===== src/rtl/copy_adder_arbiter.sv =====
// Round-robin arbiter feeding a single approximate adder with a one-deep result register.
// The low Ke result bits are copied from one operand and only the upper field is added.
module copy_adder_arbiter #(
  parameter int BIT_WIDTH = 8,
  parameter int N_REQ     = 4,
  parameter int K_INIT    = 5,
  parameter int MODE_INIT = 1
) (
  input  logic                         clk,
  input  logic                         rst,
  input  logic [N_REQ-1:0]             req_valid,
  input  logic [N_REQ*BIT_WIDTH-1:0]   req_a,
  input  logic [N_REQ*BIT_WIDTH-1:0]   req_b,
  output logic [N_REQ-1:0]             req_ready,
  input  logic                         cfg_we,
  input  logic [3:0]                   cfg_k,
  input  logic [1:0]                   cfg_mode,
  output logic                         res_valid,
  output logic [BIT_WIDTH:0]           res_data,
  output logic [$clog2(N_REQ)-1:0]     res_id,
  input  logic                         res_ready,
  output logic [15:0]                  ops_count
);

  localparam int IW = $clog2(N_REQ);
  localparam logic [4:0] BW_CAP = (BIT_WIDTH > 16) ? 5'd16 : 5'(BIT_WIDTH);

  typedef enum logic [1:0] {
    MODE_EXACT  = 2'd0,
    MODE_COPY_A = 2'd1,
    MODE_COPY_B = 2'd2,
    MODE_RSVD   = 2'd3
  } mode_t;

  logic [3:0]           k_reg;
  mode_t                mode_reg;
  logic [IW-1:0]        rr_ptr;

  logic                 acc_en;
  logic                 accept;
  logic                 grant_any;
  logic [IW-1:0]        grant_idx;
  logic [IW-1:0]        scan;
  logic [IW-1:0]        next_ptr;
  logic [BIT_WIDTH-1:0] a_sel;
  logic [BIT_WIDTH-1:0] b_sel;
  logic [4:0]           ke;
  logic [BIT_WIDTH:0]   a_ext;
  logic [BIT_WIDTH:0]   b_ext;
  logic [BIT_WIDTH:0]   low_mask;
  logic [BIT_WIDTH:0]   exact_sum;
  logic [BIT_WIDTH:0]   upper_sum;
  logic [BIT_WIDTH:0]   result;

  // Grant search starts at rr_ptr and wraps; only valids and the pointer are consulted.
  always_comb begin
    grant_any = 1'b0;
    grant_idx = '0;
    scan      = '0;
    for (int off = 0; off < N_REQ; off++) begin
      scan = IW'((int'(rr_ptr) + off) % N_REQ);
      if (!grant_any && req_valid[scan]) begin
        grant_any = 1'b1;
        grant_idx = scan;
      end
    end
  end

  assign acc_en    = !res_valid || res_ready;
  assign accept    = acc_en && grant_any && !rst;
  assign req_ready = accept ? ({{(N_REQ-1){1'b0}}, 1'b1} << grant_idx) : '0;
  assign next_ptr  = (grant_idx == IW'(N_REQ - 1)) ? '0 : grant_idx + 1'b1;

  always_comb begin
    a_sel = '0;
    b_sel = '0;
    for (int i = 0; i < N_REQ; i++) begin
      if (grant_idx == IW'(i)) begin
        a_sel = req_a[i*BIT_WIDTH +: BIT_WIDTH];
        b_sel = req_b[i*BIT_WIDTH +: BIT_WIDTH];
      end
    end
  end

  // Ke clamps to the operand width, so K beyond it copies every low bit and the sum field is zero.
  always_comb begin
    ke        = ({1'b0, k_reg} > BW_CAP) ? BW_CAP : {1'b0, k_reg};
    a_ext     = {1'b0, a_sel};
    b_ext     = {1'b0, b_sel};
    low_mask  = ~({(BIT_WIDTH+1){1'b1}} << ke);
    exact_sum = a_ext + b_ext;
    upper_sum = ((a_ext >> ke) + (b_ext >> ke)) << ke;
    case (mode_reg)
      MODE_COPY_A: result = upper_sum | (a_ext & low_mask);
      MODE_COPY_B: result = upper_sum | (b_ext & low_mask);
      default:     result = exact_sum;
    endcase
  end

  always_ff @(posedge clk or posedge rst) begin
    if (rst) begin
      res_valid <= 1'b0;
      res_data  <= '0;
      res_id    <= '0;
      rr_ptr    <= '0;
      ops_count <= '0;
      k_reg     <= 4'(K_INIT);
      mode_reg  <= mode_t'(2'(MODE_INIT));
    end else begin
      if (cfg_we) begin
        k_reg    <= cfg_k;
        mode_reg <= mode_t'(cfg_mode);
      end
      if (accept) begin
        res_valid <= 1'b1;
        res_data  <= result;
        res_id    <= grant_idx;
        rr_ptr    <= next_ptr;
        ops_count <= ops_count + 16'd1;
      end else if (res_valid && res_ready) begin
        res_valid <= 1'b0;
      end
    end
  end

endmodule

===== config.mk =====
export PLATFORM = sky130hd
export DESIGN_NAME = copy_adder_arbiter
export DESIGN_NICKNAME = d
export VERILOG_FILES = /design/src/rtl/copy_adder_arbiter.sv
export SDC_FILE = /design/constraint.sdc
export NUM_CORES = 1
export LEC_CHECK = 0
export CORE_ASPECT_RATIO = 2
export CORE_MARGIN = 2
export CORE_UTILIZATION = 49
export DETAILED_ROUTE_END_ITERATION = 10
export GPL_ROUTABILITY_DRIVEN = 0
export PLACE_DENSITY = 0.82
export SLEW_MARGIN = 5
export SYNTH_ARGS = -nofsm -noshare
export SYNTH_HDL_FRONTEND = slang
export SYNTH_SLANG_ARGS = --single-unit

===== constraint.sdc =====
create_clock -name clk -period 5.6 [get_ports clk]
set_clock_uncertainty 0.1 [all_clocks]
set_input_delay 1.12 -clock clk [delete_from_list [all_inputs] [get_ports clk]]
set_output_delay 1.12 -clock clk [all_outputs]
set_load 0.01 [all_outputs]

==> summary.md, run 1 <==
| Metric | Value |
|---|---|
| Status | `completed` |
| # rows | `45` |
| Drt wl/cell | `about 21 um` |
| Final nets | `around 740` |
| Share of cells above drive strength 1 | `0.292` |
| Top-area cell type share of the netlist area | `0.216` |
| Final setup viols | `0` |
| Crit Path Category | `in -> reg` |
| Switch share | `0.447` |
| Dominant register cell in the synthesized netlist | `dfrtp_1` |
| Fin crit share | `0.996` |
| Routed WL | `approximately 16,000 um` |
| P_sw | `1.46 mW` |
| Die ar. | `~8600 um2` |
| Initial antenna violation count | `0` |
| Cells after synthesis | `around 470` |
| Synth warnings | `0` |
| Worst Path Required | `around 5.7 ns` |
| VDD IR max | `approximately 0.53 mV` |
| Ant. Diodes | `0` |
| Vias | `4,803` |
| CORE AREA | `7600 um2` |
| Clock transition at path regs | `approximately 0.06 ns` |
| Syn-to-layout area delta | `59.4%` |
| Flops & latches, synth | `36` |
| WP data arrival | `around 5.7 ns` |
| H-Tree Depth | `2` |
| Combinational share of power | `0.772` |
| RSZ-0062 raised after global routing | `yes` |
| GRT Total Usage | `0.360` |
| Clk root buf | `clkbuf_16` |
| Max-slew violation count | `0` |
| Clock Latency Late Sink | `a little under 0.3 ns` |
| Die Height | `about 130 um` |
| Mapped Avg Cell Area | `8.16 um2` |
| Clock sink count | `36` |
| Fmax | `between 0.15 and 0.2 GHz` |
| Final-report hold violation count | `0` |
| WHS | `0.400 ns` |
| Clock power share | `0.099` |
| Initial DRC Count | `496` |
| Startpoint type of the worst setup path | `input pin` |
| Num CTS Buffers | `5` |
| Mapped cell area | `between 3000 and 4000 um2` |
| Worst slew pin tran | `between 0.9 and 1 ns` |
| Largest register FFs | `16` |
| Fillcell total | `485` |
| CTS tree | `done` |
| Post-synthesis sequential area ratio | `0.236` |
| Synth top area cells | `dfrtp_1 (22%), ha_1 (7.2%), nor2_1 (5.2%)` |
| Die width | `~66 um` |
| Starting density of the core | `0.503` |
| DR pass1 iterations | `6` |
| Clock buffer depth | `2` |
| Post-synthesis async set-or-reset flop share | `1.00` |
| Largest net degree at the start of global routing | `37` |
| Area leader, netlist | `dfrtp_1` |
| Post-DP HPWL | `11,300 um` |
| Post-route DRC | `0` |
| LEAKAGE | `about 2.5 nW` |
| Max-cap violation count | `0` |
| Max_slew headroom | `0.367` |
| Total grt overflow | `0` |
| Syn Nets | `~570` |
| Vias/cell | `between 6 and 7` |
| Pwr/cell area | `around 540 nW/um2` |
| Crit end category | `flip-flop` |
| Number of global-route vias before repair | `4,729` |
| Minimum clock period | `approximately 5.6 ns` |
| Seq pwr share | `0.129` |
| Netlist cell types | `71` |
| EDFF count, synth | `0` |
| Internal power | `roughly 1.8 mW` |
| Top Ports | `110` |
| Hold crit path type | `reg -> reg` |
| Worst-path fanout max | `6` |
| I/O Buffers | `between 100 and 150` |
| Final ANT Viol Nets | `0` |
| First-pass GRT wire length | `roughly 24,000 um` |
| Setup TNS | `0 ns` |
layout make-up:
| type | instances | area [um2] | area share |
|---|---|---|---|
| clock buffers | 5 | 125 | 0.0205 |
| clock inverters | 3 | 42.5 | 0.00698 |
| inverters | 21 | 80.1 | 0.0131 |
| multi-input cells | 386 | 3080 | 0.504 |
| flip-flops and latches | 36 | 905 | 0.148 |
| well taps | 94 | 118 | 0.0193 |
| repair buffers | 192 | 1750 | 0.287 |
power by group through the flow:
stage / sequential (mW) / clock (mW) / combinational (mW)
global route: 0.428 / 0.337 / 2.65
detailed placement: 0.410 / 0 / 2.13
global placement: 0.411 / 0 / 2.06
finish: 0.422 / 0.323 / 2.53
floorplan: 0.411 / 0 / 1.21
CTS: 0.415 / 0.323 / 2.34
metrics by stage:
| step | setup WS, ns | power, mW | cells | utilization | instance area (um2) |
|---|---|---|---|---|---|
| CTS | 0.0429 | 3.07 | 731 | 0.778 | 5910 |
| finish | 0.0205 | 3.27 | 737 | 0.802 | 6100 |
| detailed placement | -1.04 | 2.54 | 720 | 0.723 | 5490 |
| global route | -0.128 | 3.42 | 737 | 0.802 | 6100 |
| global placement | -0.781 | 2.47 | 720 | 0.723 | 5490 |
| floorplan | 0.0726 | 1.62 | 469 | - | 3830 |
layout by cell type, fill, tap and decap left out, types with 4 or more instances in the layout:
| cell type | instances |
|---|---|
| xor2_1 | 4 |
| nor3_1 | 13 |
| a21oi_2 | 4 |
| a31oi_1 | 4 |
| a21oi_1 | 22 |
| nand3_1 | 6 |
| clkdlybuf4s50_1 | 105 |
| nand4_1 | 7 |
| o22ai_2 | 4 |
| nor2b_1 | 4 |
| clkbuf_16 | 5 |
| mux4_2 | 6 |
| o22ai_1 | 15 |
| buf_4 | 75 |
| nand2_1 | 40 |
| nor2_2 | 8 |
| nand2b_1 | 7 |
| dfrtp_1 | 33 |
| o211ai_1 | 4 |
| o21ai_0 | 26 |
| inv_1 | 16 |
| buf_6 | 6 |
| nor2b_4 | 4 |
| o21a_1 | 10 |
| a211o_1 | 5 |
| mux2_2 | 10 |
| nor2_1 | 47 |
| o21ai_1 | 4 |
| a221oi_4 | 4 |
| xnor2_1 | 16 |
| ha_1 | 18 |
| mux2i_1 | 5 |
| a221oi_2 | 10 |
worst paths after layout:
path / start / to / slack, ns / cells past startpoint
setup / recovery: req_valid[0] / res_data[7] / 0.02 / 23
hold / removal: res_id[0] / res_id[0] / 0.40 / 2
setup reg to reg: rr_ptr[0] / res_data[7] / 0.52 / 22
hold reg to reg: res_id[0] / res_id[0] / 0.40 / 2
max in group asynchronous: rst / mode_reg[0] / 3.78 / 3
min in group asynchronous: rst / res_id[1] / 1.27 / 3
cell families (layout without fill, tap and decap cells):
kind of cell | Yosys count | count (layout) | synth area share
adders and majority gates | 24 | 24 | 0.0824
and+or+nand+nor | 159 | 159 | 0.199
xor gates and xnor gates | 22 | 22 | 0.0504
buffers and inverters | 47 | 221 | 0.0527
AOI/OAI and AO/OA | 158 | 158 | 0.296
DFF | 36 | 36 | 0.236
muxes | 23 | 23 | 0.0834
per-layer routing:
layer	part of all wire	up-vias	track usage	routed length, um
li1	-	2106	-	-
met1	0.32	2284	0.377	5080
met2	0.53	301	0.628	8340
met3	0.064	112	0.0708	1010
met4	0.080	0	0.242	1250
met5	0	-	0	0
worst max-delay path, cell delays in order:
cell      delay (ns)
buf_6           0.10
buf_6           0.12
inv_2           0.06
o22ai_2         0.06
a221oi_2        0.32
nor2b_4         0.24
inv_2           0.07
ha_1            0.23
nor2b_4         0.17
buf_4           0.17
a221oi_4        0.26
nor2_1          0.11
mux4_2          0.46
and2_4          0.18
o21ba_1         0.18
ha_1            0.31
a21oi_1         0.08
nand4b_1        0.24
a32oi_2         0.31
buf_4           0.18
nor3_2          0.04
a2111o_1        0.41
a221oi_2        0.25
Yosys cell counts (all sizes together), types with 10 or more instances:
library cell and number:
a21oi 27, a221oi 17, clkbuf 17, dfrtp 33, ha 22, inv 19
mux2 11, nand2 40, nor2 55, nor3 14, o21a 10, o21ai 30
o22ai 19, xnor2 17
repair_timing:
action | CTS | global route
pin swaps | 18 | 21
cloned | 1 | 0
setup endpoints to repair | 8 | 8
setup buffers | 2 | 6
endpoints found under the hold margin | 0 | 0
hold buffers | 0 | 0
gates resized for setup | 58 | 39
Power figures use the tool's default switching activity.
==> inputs of run 2 (changes only) <==
--- a/config.mk
+++ b/config.mk
@@ -5,7 +5,7 @@
 export SDC_FILE = /design/constraint.sdc
 export NUM_CORES = 1
 export LEC_CHECK = 0
-export CORE_ASPECT_RATIO = 2
+export CORE_ASPECT_RATIO = 1.5
 export CORE_MARGIN = 2
 export CORE_UTILIZATION = 49
 export DETAILED_ROUTE_END_ITERATION = 10
==> summary.md, run 2 (synthesis gave the netlist of run 1 again) <==
| Metric | Value |
|---|---|
| Total grt overflow | `0 (unchanged)` |
| Clock transition at path regs | `0.06 ns (about the same)` |
| Critical path buffers and inverters | `7 (+1)` |
| Routed WL | `17,200 um (+9.4%)` |
| DR pass1 iterations | `7 (+1)` |
| Post-DP HPWL | `10,900 um (-3.9%)` |
| Die ar. | `8550 um2 (-0.33%)` |
| Most frequent cells in the layout | `clkdlybuf4s50_1 (105), buf_4 (79), nor2_1 (45)` |
| Pwr/cell area | `553 nW/um2 (+3.1%)` |
| LEAKAGE | `2.56 nW (+1.1%)` |
| Final ANT Viol Nets | `0 (unchanged)` |
| CTS Hold Buffers Added | `0 (unchanged)` |
| Die width | `76.2 um (+15%)` |
| Fmax | `0.176 GHz (-1.5%)` |
| Die Height | `112 um (-13%)` |
| Syn-to-layout area delta | `63.9%` |
| Max_slew headroom | `0.399 (+0.0318)` |
| Delay-heaviest family, CP | `compound AO/OA/AOI/OAI gates` |
| Final-report hold violation count | `0 (unchanged)` |
| WP data arrival | `5.76 ns (+0.08 ns)` |
| Startpoint type of the worst setup path | `input pin` |
| Biggest cell delay along the critical path | `0.49 ns (+0.03 ns)` |
| Commonest non-fill, non-tap cell in the layout | `clkdlybuf4s50_1` |
| Largest net degree at the start of global routing | `37 (unchanged)` |
| P_sw | `1.60 mW (+9.0%)` |
| Number of global-route vias before repair | `4,898 (+3.6%)` |
| Critical path depth | `25 (+8.7%)` |
| First-pass GRT wire length | `24,100 um (+1.4%)` |
| Hold crit path type | `reg -> reg` |
| Vias | `5,041 (+5.0%)` |
| Final setup viols | `5 (+5)` |
| Crit Path Category | `in -> reg` |
| Seq pwr share | `0.121 (-0.008)` |
| Combinational share of power | `0.786 (+0.014)` |
| Switch share | `0.460 (+0.0126)` |
| R2R depth | `24 (+9.1%)` |
| Worst-path fanout max | `8 (+2)` |
| Fin util | `0.824 (+0.0217)` |
| Failing checks | `negative setup slack` |
| Post-Place Setup Slack | `-1.12 ns (-0.0828 ns)` |
| Share of cells above drive strength 1 | `0.321 (+0.0286)` |
| Max-cap violation count | `0 (unchanged)` |
| VDD IR max | `0.393 mV (-26%)` |
| Clk root buf | `clkbuf_16` |
| Fillcell total | `424 (-13%)` |
| GRT Total Usage | `0.347 (-0.0133)` |
| H-Tree Depth | `2 (unchanged)` |
| Final nets | `749 (+0.67%)` |
| Top Ports | `110 (unchanged)` |
| Drt wl/cell | `22.9 um (+7.5%)` |
| Vias/cell | `6.72 (+3.1%)` |
| WHS | `0.389 ns (-0.0109 ns)` |
| Clock buffer depth | `2 (unchanged)` |
| CTS tree | `done` |
| I/O Buffers | `109 (unchanged)` |
| Initial antenna violation count | `0 (unchanged)` |
| Setup WS post-layout | `-0.0658 ns (-0.0863 ns)` |
| Starting density of the core | `0.503 (-0.000745)` |
| # rows | `39 (-13%)` |
| Num CTS Buffers | `5 (unchanged)` |
| Ant. Diodes | `0 (unchanged)` |
| Minimum clock period | `5.67 ns (+0.0863 ns)` |
| Hold path cells | `1 (-1)` |
| Clock power share | `0.092 (-0.007)` |
| Worst slew pin tran | `0.901 ns (-0.0478 ns)` |
| Fin crit share | `1.01 (+0.0154)` |
| Post-route DRC | `0 (unchanged)` |
| Crit end category | `flip-flop` |
| Clock Latency Late Sink | `0.28 ns (about the same)` |
| Status | `finished with violations` |
| Worst path slowest cell | `mux4_2` |
| Largest register FFs | `16 (unchanged)` |
| Worst Path Required | `5.70 ns (about the same)` |
| CORE AREA | `7610 um2 (+0.15%)` |
| Clock sink count | `36 (unchanged)` |
| RSZ-0062 raised after global routing | `yes` |
| Internal power | `1.87 mW (+3.6%)` |
| Initial DRC Count | `885 (+78%)` |
| Max-slew violation count | `0 (unchanged)` |
## run 2: cell types whose count changed in the layout (fill, tap and decap cells not counted), moves of 3 or more
cell | previous run | this run
ha_1 | 18 | 15
o22ai_2 | 4 | 11
a2111oi_2 | 0 | 3
o22ai_1 | 15 | 8
a221oi_2 | 10 | 7
buf_4 | 75 | 79
ha_2 | 2 | 5
## run 2: what timing repair did
| item | 4_1_cts | 5_1_grt |
|---|---|---|
| cloned | 1 | 0 |
| setup buffers | 14 | 5 |
| resized for setup | 60 | 62 |
| endpoints found under the setup margin | 8 | 8 |
| pin swaps | 26 | 33 |
## run 2: worst reg2reg max path, delay by kind of cell (launching register included)
family / cells / cell delay, ns
compound gates: 7 / 1.67
flops: 1 / 0.50
buf+inv: 6 / 0.82
simple gates: 8 / 1.01
mux: 1 / 0.49
fa+ha+maj: 2 / 0.50
## run 2: area by class of cell
| class | count | area, um2 | area share |
|---|---|---|---|
| multi-input combinational | 386 | 3200 | 0.510 |
| timing repair buffer | 197 | 1790 | 0.286 |
| sequential | 36 | 905 | 0.144 |
| tap | 102 | 128 | 0.0204 |
| clock buffer | 5 | 125 | 0.0200 |
| inverter | 21 | 78.8 | 0.0126 |
| clock inverter | 3 | 42.5 | 0.00678 |
## run 2: path summary, 6_finish.rpt
| check | startpoint | end | slack, ns |
|---|---|---|---|
| setup reg to reg | rr_ptr[0] | res_data[7] | 0.44 |
| max in group asynchronous | rst | k_reg[2] | 3.77 |
| min in group asynchronous | rst | res_id[0] | 1.27 |
| hold reg to reg | ops_count[15] | ops_count[15] | 0.39 |
| setup / recovery | req_valid[0] | res_data[7] | -0.07 |
| hold / removal | ops_count[15] | ops_count[15] | 0.39 |
## run 2: power groups by stage
stage | clock (mW) | combinational (mW) | sequential, mW
floorplan | 0 | 1.21 | 0.411
global placement | 0 | 2.02 | 0.409
detailed placement | 0 | 2.08 | 0.410
CTS | 0.320 | 2.36 | 0.412
global route | 0.330 | 2.85 | 0.428
finish | 0.321 | 2.73 | 0.421
## run 2: metrics by stage
step                instances  setup TNS (ns)  total power [mW]  cell area [um2]
floorplan                 469               0              1.62             3830
global placement          725           -5.55              2.43             5470
detailed placement        725           -7.22              2.49             5470
CTS                       746               0              3.09             6000
global route              750           -1.19              3.61             6270
finish                    750          -0.177              3.47             6270
## run 2: routing by layer
layer,global-route usage,share of wire,vias to the layer above
met2,0.611,0.50,419
met5,0,0,-
met4,0.204,0.080,0
li1,-,-,2115
met1,0.392,0.34,2343
met3,0.0595,0.085,164
